## src/rtl/pwm_pkg.sv

```systemverilog
// Shared defaults and width helpers for the multi-channel PWM dimmer.
// Optional feature macro used by the dimmer top: PWM_MULTI_FADE_EN.
package pwm_pkg;

  localparam int DEF_WIDTH    = 8;
  localparam int DEF_CHANNELS = 4;
  localparam int DEF_PS_WIDTH = 8;

  // Channel-select width; a single channel still needs a 1-bit select.
  function automatic int chWidth(input int n);
    return (n > 1) ? $clog2(n) : 1;
  endfunction

  function automatic int dutyWidth(input int w);
    return w;
  endfunction

endpackage

```

## src/rtl/pwm_multi_dimmer_if.sv

```systemverilog
// Control/write bus and PWM outputs of the multi-channel dimmer.
interface pwm_multi_dimmer_if #(
  parameter int WIDTH    = pwm_pkg::DEF_WIDTH,
  parameter int CHANNELS = pwm_pkg::DEF_CHANNELS,
  parameter int PS_WIDTH = pwm_pkg::DEF_PS_WIDTH
) ();
  import pwm_pkg::*;

  localparam int CH_W = chWidth(CHANNELS);
  localparam int DW   = dutyWidth(WIDTH);

  logic                en;
  logic [PS_WIDTH-1:0] prescale;
  logic                wr_en;
  logic [CH_W-1:0]     wr_ch;
  logic [DW-1:0]       wr_duty;
  logic [CHANNELS-1:0] pwm_out;
  logic                period_tick;

  modport master (
    output en, prescale, wr_en, wr_ch, wr_duty,
    input  pwm_out, period_tick
  );

  modport slave (
    input  en, prescale, wr_en, wr_ch, wr_duty,
    output pwm_out, period_tick
  );

endinterface

```

## src/rtl/pwm_prescaler.sv

```systemverilog
// Prescaler: counts 0..prescale and strobes step on the terminal count.
module pwm_prescaler
  import pwm_pkg::*;
#(
  parameter int PS_WIDTH = DEF_PS_WIDTH
) (
  input  logic                clk,
  input  logic                reset,
  input  logic                en_i,
  input  logic [PS_WIDTH-1:0] prescale_i,
  output logic                step_o
);

  logic [PS_WIDTH-1:0] cnt_q, cnt_d;

  // A counter left above a freshly lowered prescale wraps without a step.
  always_comb begin
    step_o = en_i && (cnt_q == prescale_i);
    cnt_d  = cnt_q + PS_WIDTH'(1);
    if (!en_i || (cnt_q >= prescale_i)) begin
      cnt_d = '0;
    end
  end

  always_ff @(posedge clk) begin
    if (reset) begin
      cnt_q <= '0;
    end else begin
      cnt_q <= cnt_d;
    end
  end

endmodule

```

## src/rtl/pwm_multi_dimmer.sv

```systemverilog
// Multi-channel PWM dimmer with shadow/active duty registers per channel.
// Define PWM_MULTI_FADE_EN to step active duties one LSB per period.
module pwm_multi_dimmer
  import pwm_pkg::*;
#(
  parameter int WIDTH    = DEF_WIDTH,
  parameter int CHANNELS = DEF_CHANNELS,
  parameter int PS_WIDTH = DEF_PS_WIDTH
) (
  input logic               clk,
  input logic               reset,
  pwm_multi_dimmer_if.slave bus
);

  localparam int CH_W = chWidth(CHANNELS);
  localparam logic [WIDTH-1:0] LAST_CNT = {{(WIDTH-1){1'b1}}, 1'b0};

  logic             step;
  logic             boundary;
  logic [WIDTH-1:0] cnt_q, cnt_d;
  logic             tick_q, tick_d;

  pwm_prescaler #(
    .PS_WIDTH (PS_WIDTH)
  ) u_prescaler (
    .clk        (clk),
    .reset      (reset),
    .en_i       (bus.en),
    .prescale_i (bus.prescale),
    .step_o     (step)
  );

  // Period spans 2^WIDTH-1 steps so that a full-scale duty is constantly high.
  always_comb begin
    boundary = step && (cnt_q == LAST_CNT);
    tick_d   = boundary;
    cnt_d    = cnt_q;
    if (!bus.en || boundary) begin
      cnt_d = '0;
    end else if (step) begin
      cnt_d = cnt_q + WIDTH'(1);
    end
  end

  always_ff @(posedge clk) begin
    if (reset) begin
      cnt_q  <= '0;
      tick_q <= 1'b0;
    end else begin
      cnt_q  <= cnt_d;
      tick_q <= tick_d;
    end
  end

  assign bus.period_tick = tick_q;

  for (genvar i = 0; i < CHANNELS; i++) begin : g_ch
    localparam logic [CH_W-1:0] IDX = CH_W'(i);

    logic [WIDTH-1:0] shadow_q, shadow_d;
    logic [WIDTH-1:0] active_q, active_d;
    logic             pwm_q, pwm_d;

    // Boundary copy samples shadow_q, so a coincident write lands a period later.
    always_comb begin
      shadow_d = shadow_q;
      if (bus.wr_en && (bus.wr_ch == IDX)) begin
        shadow_d = bus.wr_duty;
      end
      active_d = active_q;
      if (!bus.en) begin
        active_d = shadow_q;
      end else if (boundary) begin
`ifdef PWM_MULTI_FADE_EN
        if (active_q < shadow_q) begin
          active_d = active_q + WIDTH'(1);
        end else if (active_q > shadow_q) begin
          active_d = active_q - WIDTH'(1);
        end
`else
        active_d = shadow_q;
`endif
      end
      pwm_d = bus.en && (cnt_q < active_q);
    end

    always_ff @(posedge clk) begin
      if (reset) begin
        shadow_q <= '0;
        active_q <= '0;
        pwm_q    <= 1'b0;
      end else begin
        shadow_q <= shadow_d;
        active_q <= active_d;
        pwm_q    <= pwm_d;
      end
    end

    assign bus.pwm_out[i] = pwm_q;
  end

endmodule

```

## src/flat_wrapper.sv

```systemverilog
// flat-port wrapper written by rule: the top's interface ports become plain ports
module pwm_multi_dimmer_flat import pwm_pkg::*;
#(
  parameter int WIDTH    = DEF_WIDTH,
  parameter int CHANNELS = DEF_CHANNELS,
  parameter int PS_WIDTH = DEF_PS_WIDTH
)
  (clk, reset, bus_en, bus_prescale, bus_wr_en, bus_wr_ch, bus_wr_duty, bus_pwm_out, bus_period_tick);
  pwm_multi_dimmer_if #(.WIDTH(WIDTH), .CHANNELS(CHANNELS), .PS_WIDTH(PS_WIDTH)) bus_i ();
  input logic clk;
  input logic reset;
  input wire logic [$bits(bus_i.en)-1:0] bus_en;
  input wire logic [$bits(bus_i.prescale)-1:0] bus_prescale;
  input wire logic [$bits(bus_i.wr_en)-1:0] bus_wr_en;
  input wire logic [$bits(bus_i.wr_ch)-1:0] bus_wr_ch;
  input wire logic [$bits(bus_i.wr_duty)-1:0] bus_wr_duty;
  output wire logic [$bits(bus_i.pwm_out)-1:0] bus_pwm_out;
  output wire logic [$bits(bus_i.period_tick)-1:0] bus_period_tick;
  assign bus_i.en = bus_en;
  assign bus_i.prescale = bus_prescale;
  assign bus_i.wr_en = bus_wr_en;
  assign bus_i.wr_ch = bus_wr_ch;
  assign bus_i.wr_duty = bus_wr_duty;
  assign bus_pwm_out = bus_i.pwm_out;
  assign bus_period_tick = bus_i.period_tick;
  pwm_multi_dimmer #(.WIDTH(WIDTH), .CHANNELS(CHANNELS), .PS_WIDTH(PS_WIDTH)) u_core (.clk(clk), .reset(reset), .bus(bus_i));
endmodule
```

## config.mk

```make
export PLATFORM = sky130hd
export DESIGN_NAME = pwm_multi_dimmer_flat
export DESIGN_NICKNAME = d
export VERILOG_FILES = /design/src/rtl/pwm_pkg.sv /design/src/rtl/pwm_multi_dimmer_if.sv /design/src/rtl/pwm_prescaler.sv /design/src/rtl/pwm_multi_dimmer.sv /design/src/flat_wrapper.sv
export SDC_FILE = /design/constraint.sdc
export NUM_CORES = 1
export LEC_CHECK = 0
export CORE_UTILIZATION = 25
export CTS_CLUSTER_SIZE = 20
export DETAILED_ROUTE_END_ITERATION = 6
export HOLD_SLACK_MARGIN = 0.02
export PLACE_DENSITY = 0.48
export REMOVE_ABC_BUFFERS = 1
export SLEW_MARGIN = 20
export SYNTH_ARGS = -nofsm -noshare
export SYNTH_HDL_FRONTEND = slang
export SYNTH_SLANG_ARGS = --single-unit
```

## constraint.sdc

```tcl
create_clock -name clk -period 1.8 [get_ports clk]
set_clock_uncertainty 0.05 [all_clocks]
set_input_delay 0.18 -clock clk [delete_from_list [all_inputs] [get_ports clk]]
set_output_delay 0.18 -clock clk [all_outputs]
set_load 0.05 [all_outputs]
```

==> metrics.cfg, run 1 <==
[final_layout]
fin_nets = 566
fillers = 1772
stdcell_count = 728
syn2layout_area_growth_pct = 26.1
final_cell_mix = 82 x dfxtp_1, 49 x nor2_1, 41 x inv_1
drive_gt1_share_pct = 19.9
final_common_cell = dfxtp_1
antenna-diode-count = 0

[power_and_ir_drop]
intPower_uw = 3070
power_frac_clock_pct = 42.5
p_sw_uw = 918
leakagePower_uw = 0.00206
share_comb_of_total_power_pct = 8.9
ir_worst_vdd_mv = 0.420
p_seq_share_pct = 48.6
swShare_pct = 23.0
power_density_nw_per_um2 = 736

[synthesis]
ys.warnings.count = 0
ys.flop_type = dfxtp_1
syn_avg_cell_area_sq_um = 9.31
async_reset_ff_share_pct = 0
post-synth-top-area-cell = dfxtp_1
synth-edff-count = 0
synthDistinctLibCells = 37
synth-seq-cells = 85
synth_cells = 462
yosysTopAreaCellShare_pct = 39.6
synth.cell_area_sq_um = 4300
synthTopCellsByArea = dfxtp_1 40%, ha_1 11%, mux2i_1 7.4%
yosysSeqAreaShare_pct = 39.6

[floorplanning]
die_w_um = 133
die_area_sq_um = 17700
io_pins = 27
start_util_pct = 25.8
coreArea_sq_um = 16700
rows = 47
die_y_um = 133

[worst_setup_path]
crit_family = buffers and inverters
arrival_ns = 1.90
cp_slowest_stage_delay_ns = 0.46
endpoint_kind = register
path_class = in2reg
timing.critical_path.cells = clkdlybuf4s50_1, inv_1, ha_4, nand4_4, nor4_4, buf_6, buf_12, or3_4, a21oi_2
required_ns = 1.94
crit_path_start_kind = input pin
crit_slowest_cell = clkdlybuf4s50_1
crit_buf_inv = 4
path_max_fanout = 16

[placed_design]
place_congestion = 0.744
dp_hpwl_mm = 6.90
port_buffers = 26
dpl_worst_slack_ns = -0.376
dp.cells = 708

[clock_network]
cts_buffers = 9
clk_pin_slew_ns = 0.06
h-tree-depth = 3
clk_latency_ns = 0.34
clockBufferDepth = 2
cts_hold_buf = 0
root_buffer = clkbuf_16
numClockSinks = 85
tritoncts = done

[global_route]
antenna_found_initial = 0
grt_first_pass_wirelength_mm = 16.3
gr-total-overflow = 0
grt_pass1_vias = 3345
grt_max_degree = 65
grt_use_total_pct = 11.9

[routing]
postRouteAntennaNets = 0
firstDrtPassIters = 4
num_vias = 3333
via_per_inst = 4.58
drc = 0
wl_per_cell_um = 14.4
drt-total-wl_mm = 10.5
drt_iter0_drc = 195

[sta]
hold_viol = 0
drv_slew = 0
period_share_pct = 97.8
maxSlewHeadroom_pct = 42.8
setup_viol = 0
worstMarginPinSlew_ns = 0.859
finalCriticalPeriod_ns = 1.76
fmax_ghz = 0.568
worst_slack_ns = 0.0387
holdWs_ns = 0.423
rsz0062_at_grt = yes

[flow_run]
cap_violations = 0

[outcome]
outcome = finished, final reports clean

[worst_hold_path]
hp-class = reg2reg

[power groups by stage]
stage / Clock, uW / Sequential [uW] / Combinational, uW
after floorplan: 0 / 1990 / 146
after global placement: 0 / 1980 / 327
after detailed placement: 0 / 1980 / 335
after CTS: 1760 / 1940 / 349
after global routing: 1840 / 1940 / 389
final: 1700 / 1940 / 355
[what timing repair did]
action,4_1_cts,5_1_grt
setup buffers,0,2
endpoints found under the setup margin,32,38
resized for setup,5,15
pin swaps,0,7
gates cloned,0,4
[state kept, by name, indices dropped and copies added, names as in the netlist]
register	cells
u_core.g_ch.shadow_q	32
u_core.g_ch.active_q	32
u_core.g_ch.pwm_q	4
u_core.bus.period_tick	1
u_core.u_prescaler.cnt_q	8
u_core.cnt_q	8
[kinds of logic after synthesis]
group,share of synthesized area (%)
AO/OA/AOI/OAI,15.6
multiplexers,7.45
adder cells (fa/ha/maj),11.3
flip-flops,39.6
buffers and inverters,7.77
XOR/XNOR,2.65
AND/OR/NAND/NOR,15.6
[layout make-up]
class                           count  area, sq um  area share [%]
Clock buffer                       12          256            4.73
Multi-Input combinational cell    305         2380            43.9
Sequential cell                    85         1710            31.4
Tap cell                          220          275            5.07
Inverter                           42          158            2.91
Clock inverter                      2         10.0           0.184
Timing Repair Buffer               62          638            11.8
[per-stage QoR]
step	utilization, %	TNS (ns)	power (uW)	cell area (sq um)
after floorplan	-	-38.74	2140	4130
after global placement	29.6	-14.30	2310	4950
after detailed placement	29.6	-15.62	2320	4950
after CTS	31.6	0	4050	5270
after global routing	32.5	-0.365	4170	5430
final	32.5	0	3990	5430
[worst register-to-register path, stage by stage, from the launching register on]
cell and delay [ns]:
dfxtp_2 0.33, inv_2 0.04, ha_4 0.27, nand4_4 0.09, nor4_4 0.25, buf_6 0.20, buf_12 0.17, or3_4 0.14
a21oi_2 0.04
[routing by layer]
metal / share of wire (%) / track usage, %
met5: 0 / 0
met4: 1.2 / 3.79
met3: 3.4 / 3.69
met2: 45 / 18.7
met1: 51 / 15.4
[synth_stat cells (3+ instances only)]
| cell type | n |
|---|---|
| buf_4 | 4 |
| a21oi_2 | 29 |
| nand3b_1 | 6 |
| nand4_2 | 3 |
| buf_6 | 5 |
| nand4_1 | 3 |
| a41oi_1 | 4 |
| a21oi_1 | 4 |
| nor4_1 | 6 |
| nor2_1 | 49 |
| or3_1 | 28 |
| ha_1 | 39 |
| dfxtp_1 | 85 |
| clkbuf_1 | 11 |
| buf_2 | 8 |
| xor2_1 | 5 |
| o21ai_0 | 12 |
| a211oi_1 | 9 |
| inv_1 | 42 |
| o21ai_1 | 30 |
| xnor2_1 | 8 |
| nand3_1 | 8 |
| a211o_1 | 4 |
| mux2i_1 | 32 |
| nand2b_1 | 10 |
| and3_1 | 3 |
[final timing paths]
kind	startpoint	to	slack [ns]	cells past startpoint
max reg2reg	u_core.u_prescaler.cnt_q[0]$_SDFF_PP0_	u_core.g_ch[2].active_q[7]$_SDFFE_PP0P_	0.07	8
min reg2reg	u_core.g_ch[0].shadow_q[1]$_SDFFE_PP0P_	u_core.g_ch[0].active_q[1]$_SDFFE_PP0P_	0.42	2
max	bus_prescale[2]	u_core.g_ch[2].active_q[7]$_SDFFE_PP0P_	0.04	9
min	u_core.g_ch[0].shadow_q[1]$_SDFFE_PP0P_	u_core.g_ch[0].active_q[1]$_SDFFE_PP0P_	0.42	2
Power figures use the tool's default switching activity.
==> run 2: changes to the inputs <==
--- a/config.mk
+++ b/config.mk
@@ -5,6 +5,7 @@
 export SDC_FILE = /design/constraint.sdc
 export NUM_CORES = 1
 export LEC_CHECK = 0
+export CORE_ASPECT_RATIO = 2
 export CORE_UTILIZATION = 25
 export CTS_CLUSTER_SIZE = 20
 export DETAILED_ROUTE_END_ITERATION = 6
==> metrics.cfg, run 2 (synthesis gave the netlist of run 1 again) <==
[outcome]
outcome = finished, final reports clean

[clock_network]
root_buffer = clkbuf_16
clockBufferDepth = 2
h-tree-depth = 3
clk_latency_ns = 0.34
clk_pin_slew_ns = 0.06
cts_hold_buf = 0
cts_buffers = 9
tritoncts = done
numClockSinks = 85

[worst_setup_path]
required_ns = 1.94
critPathCapture = u_core.g_ch[1].active_q[3]$_SDFFE_PP0P_
path_class = reg2reg
r2r_start = u_core.u_prescaler.cnt_q[6]$_SDFF_PP0_
crit_family = simple AND/OR/NAND/NOR gates
timing.critical_path.cells = ha_4, nand4_4, nor4_4, buf_6, clkbuf_16, or3_1, a21oi_2
cp_slowest_stage_delay_ns = 0.35
rr_endpoint = u_core.g_ch[1].active_q[3]$_SDFFE_PP0P_
path_depth = 7
crit_slowest_cell = dfxtp_2
arrival_ns = 1.93
path_max_fanout = 13
rr_worst_depth = 7
crit_path_start_kind = register
r2r_slack_ns = 0.01
crit_start = u_core.u_prescaler.cnt_q[6]$_SDFF_PP0_
crit_buf_inv = 2
endpoint_kind = register

[worst_hold_path]
hp-class = in2reg

[placed_design]
port_buffers = 26
place_congestion = 0.777
dp_hpwl_mm = 8.05

[sta]
setup_viol = 0
period_share_pct = 99.4
drv_slew = 0
rsz0062_at_grt = yes
finalCriticalPeriod_ns = 1.79
maxSlewHeadroom_pct = 43.9
fmax_ghz = 0.559
worstMarginPinSlew_ns = 0.841
hold_viol = 0

[routing]
drt-total-wl_mm = 10.9
wl_per_cell_um = 15.1
drt_iter0_drc = 96
postRouteAntennaNets = 0
drc = 0
firstDrtPassIters = 4
via_per_inst = 4.60
num_vias = 3326

[final_layout]
syn2layout_area_growth_pct = 28.5
fin_nets = 574
fillers = 1732
drive_gt1_share_pct = 23.1
final_common_cell = dfxtp_1
largestRegisters = u_core.g_ch.active_q: 32 flops, u_core.g_ch.shadow_q: 32 flops
final_cell_mix = 80 x dfxtp_1, 49 x nor2_1, 39 x inv_1
fin_util_pct = 33.0
antenna-diode-count = 0

[power_and_ir_drop]
power_density_nw_per_um2 = 711
ir_worst_vdd_mv = 0.354
p_total_uw = 3930
leakagePower_uw = 0.00211

[global_route]
grt_pass1_vias = 3457
grt_use_total_pct = 13.2
antenna_found_initial = 0
gr-total-overflow = 0
grt_max_degree = 65
grt_first_pass_wirelength_mm = 17.5

[floorplanning]
die_w_um = 94.8
start_util_pct = 25.7
die_area_sq_um = 17800
rows = 67
coreArea_sq_um = 16800
die_y_um = 188
io_pins = 27

[flow_run]
cap_violations = 0

## run 2: per-stage QoR
stage               TNS, ns  hold WS (ns)  worst slack (ns)  cells  cell area [sq um]
detailed placement   -18.18         0.415            -0.408    705               5020
floorplan            -38.74         0.192             -1.08    432               4130
global route         -0.497         0.384           -0.0411    723               5530
finish                    0         0.371            0.0114    723               5530
global placement     -17.49         0.413            -0.397    705               5020
CTS                       0         0.370            0.0185    720               5440
## run 2: repair_timing
action / in CTS / in global routing
setup endpoints to repair: 44 / 27
pin swaps: 1 / 2
setup buffers: 0 / 1
gates resized for setup: 18 / 12
gates cloned: 1 / 2
## run 2: metal layers
layer | vias to the layer above | global-route usage (%) | wire length (um)
li1 | 1709 | - | -
met1 | 1570 | 12.7 | 4040
met2 | 33 | 25.3 | 6320
met3 | 14 | 2.60 | 228
met4 | 0 | 6.35 | 336
met5 | - | 0 | 0
## run 2: final cells by class
class	instances	area, sq um	area share [%]
multi-input cells	305	2430	44.0
clock inverters	3	15.0	0.272
repair buffers	70	722	13.1
flip-flops and latches	85	1710	30.9
inverters	42	158	2.85
clock buffers	11	233	4.21
well taps	207	259	4.69
## run 2: how the worst min path moves through the flow
stage / from / end / cells after the start
floorplan: reset / u_core.g_ch[0].active_q[1]$_SDFFE_PP0P_ / 1
global placement: u_core.g_ch[1].shadow_q[0]$_SDFFE_PP0P_ / u_core.g_ch[1].active_q[0]$_SDFFE_PP0P_ / 2
detailed placement: u_core.g_ch[1].shadow_q[0]$_SDFFE_PP0P_ / u_core.g_ch[1].active_q[0]$_SDFFE_PP0P_ / 2
CTS: reset / u_core.bus.period_tick$_SDFF_PP0_ / 4
global route: reset / u_core.bus.period_tick$_SDFF_PP0_ / 4
finish: reset / u_core.bus.period_tick$_SDFF_PP0_ / 4
## run 2: worst min-delay path: stages
cell and delay [ns]:
buf_2 0.13, nand2b_1 0.19, buf_4 0.17, nor4_1 0.05
## run 2: power by group
| part | total [uW] | switching, uW | internal (uW) |
|---|---|---|---|
| Combinational | 372 | 200 | 173 |
| Sequential | 1940 | 17.9 | 1920 |
| Clock | 1620 | 707 | 912 |
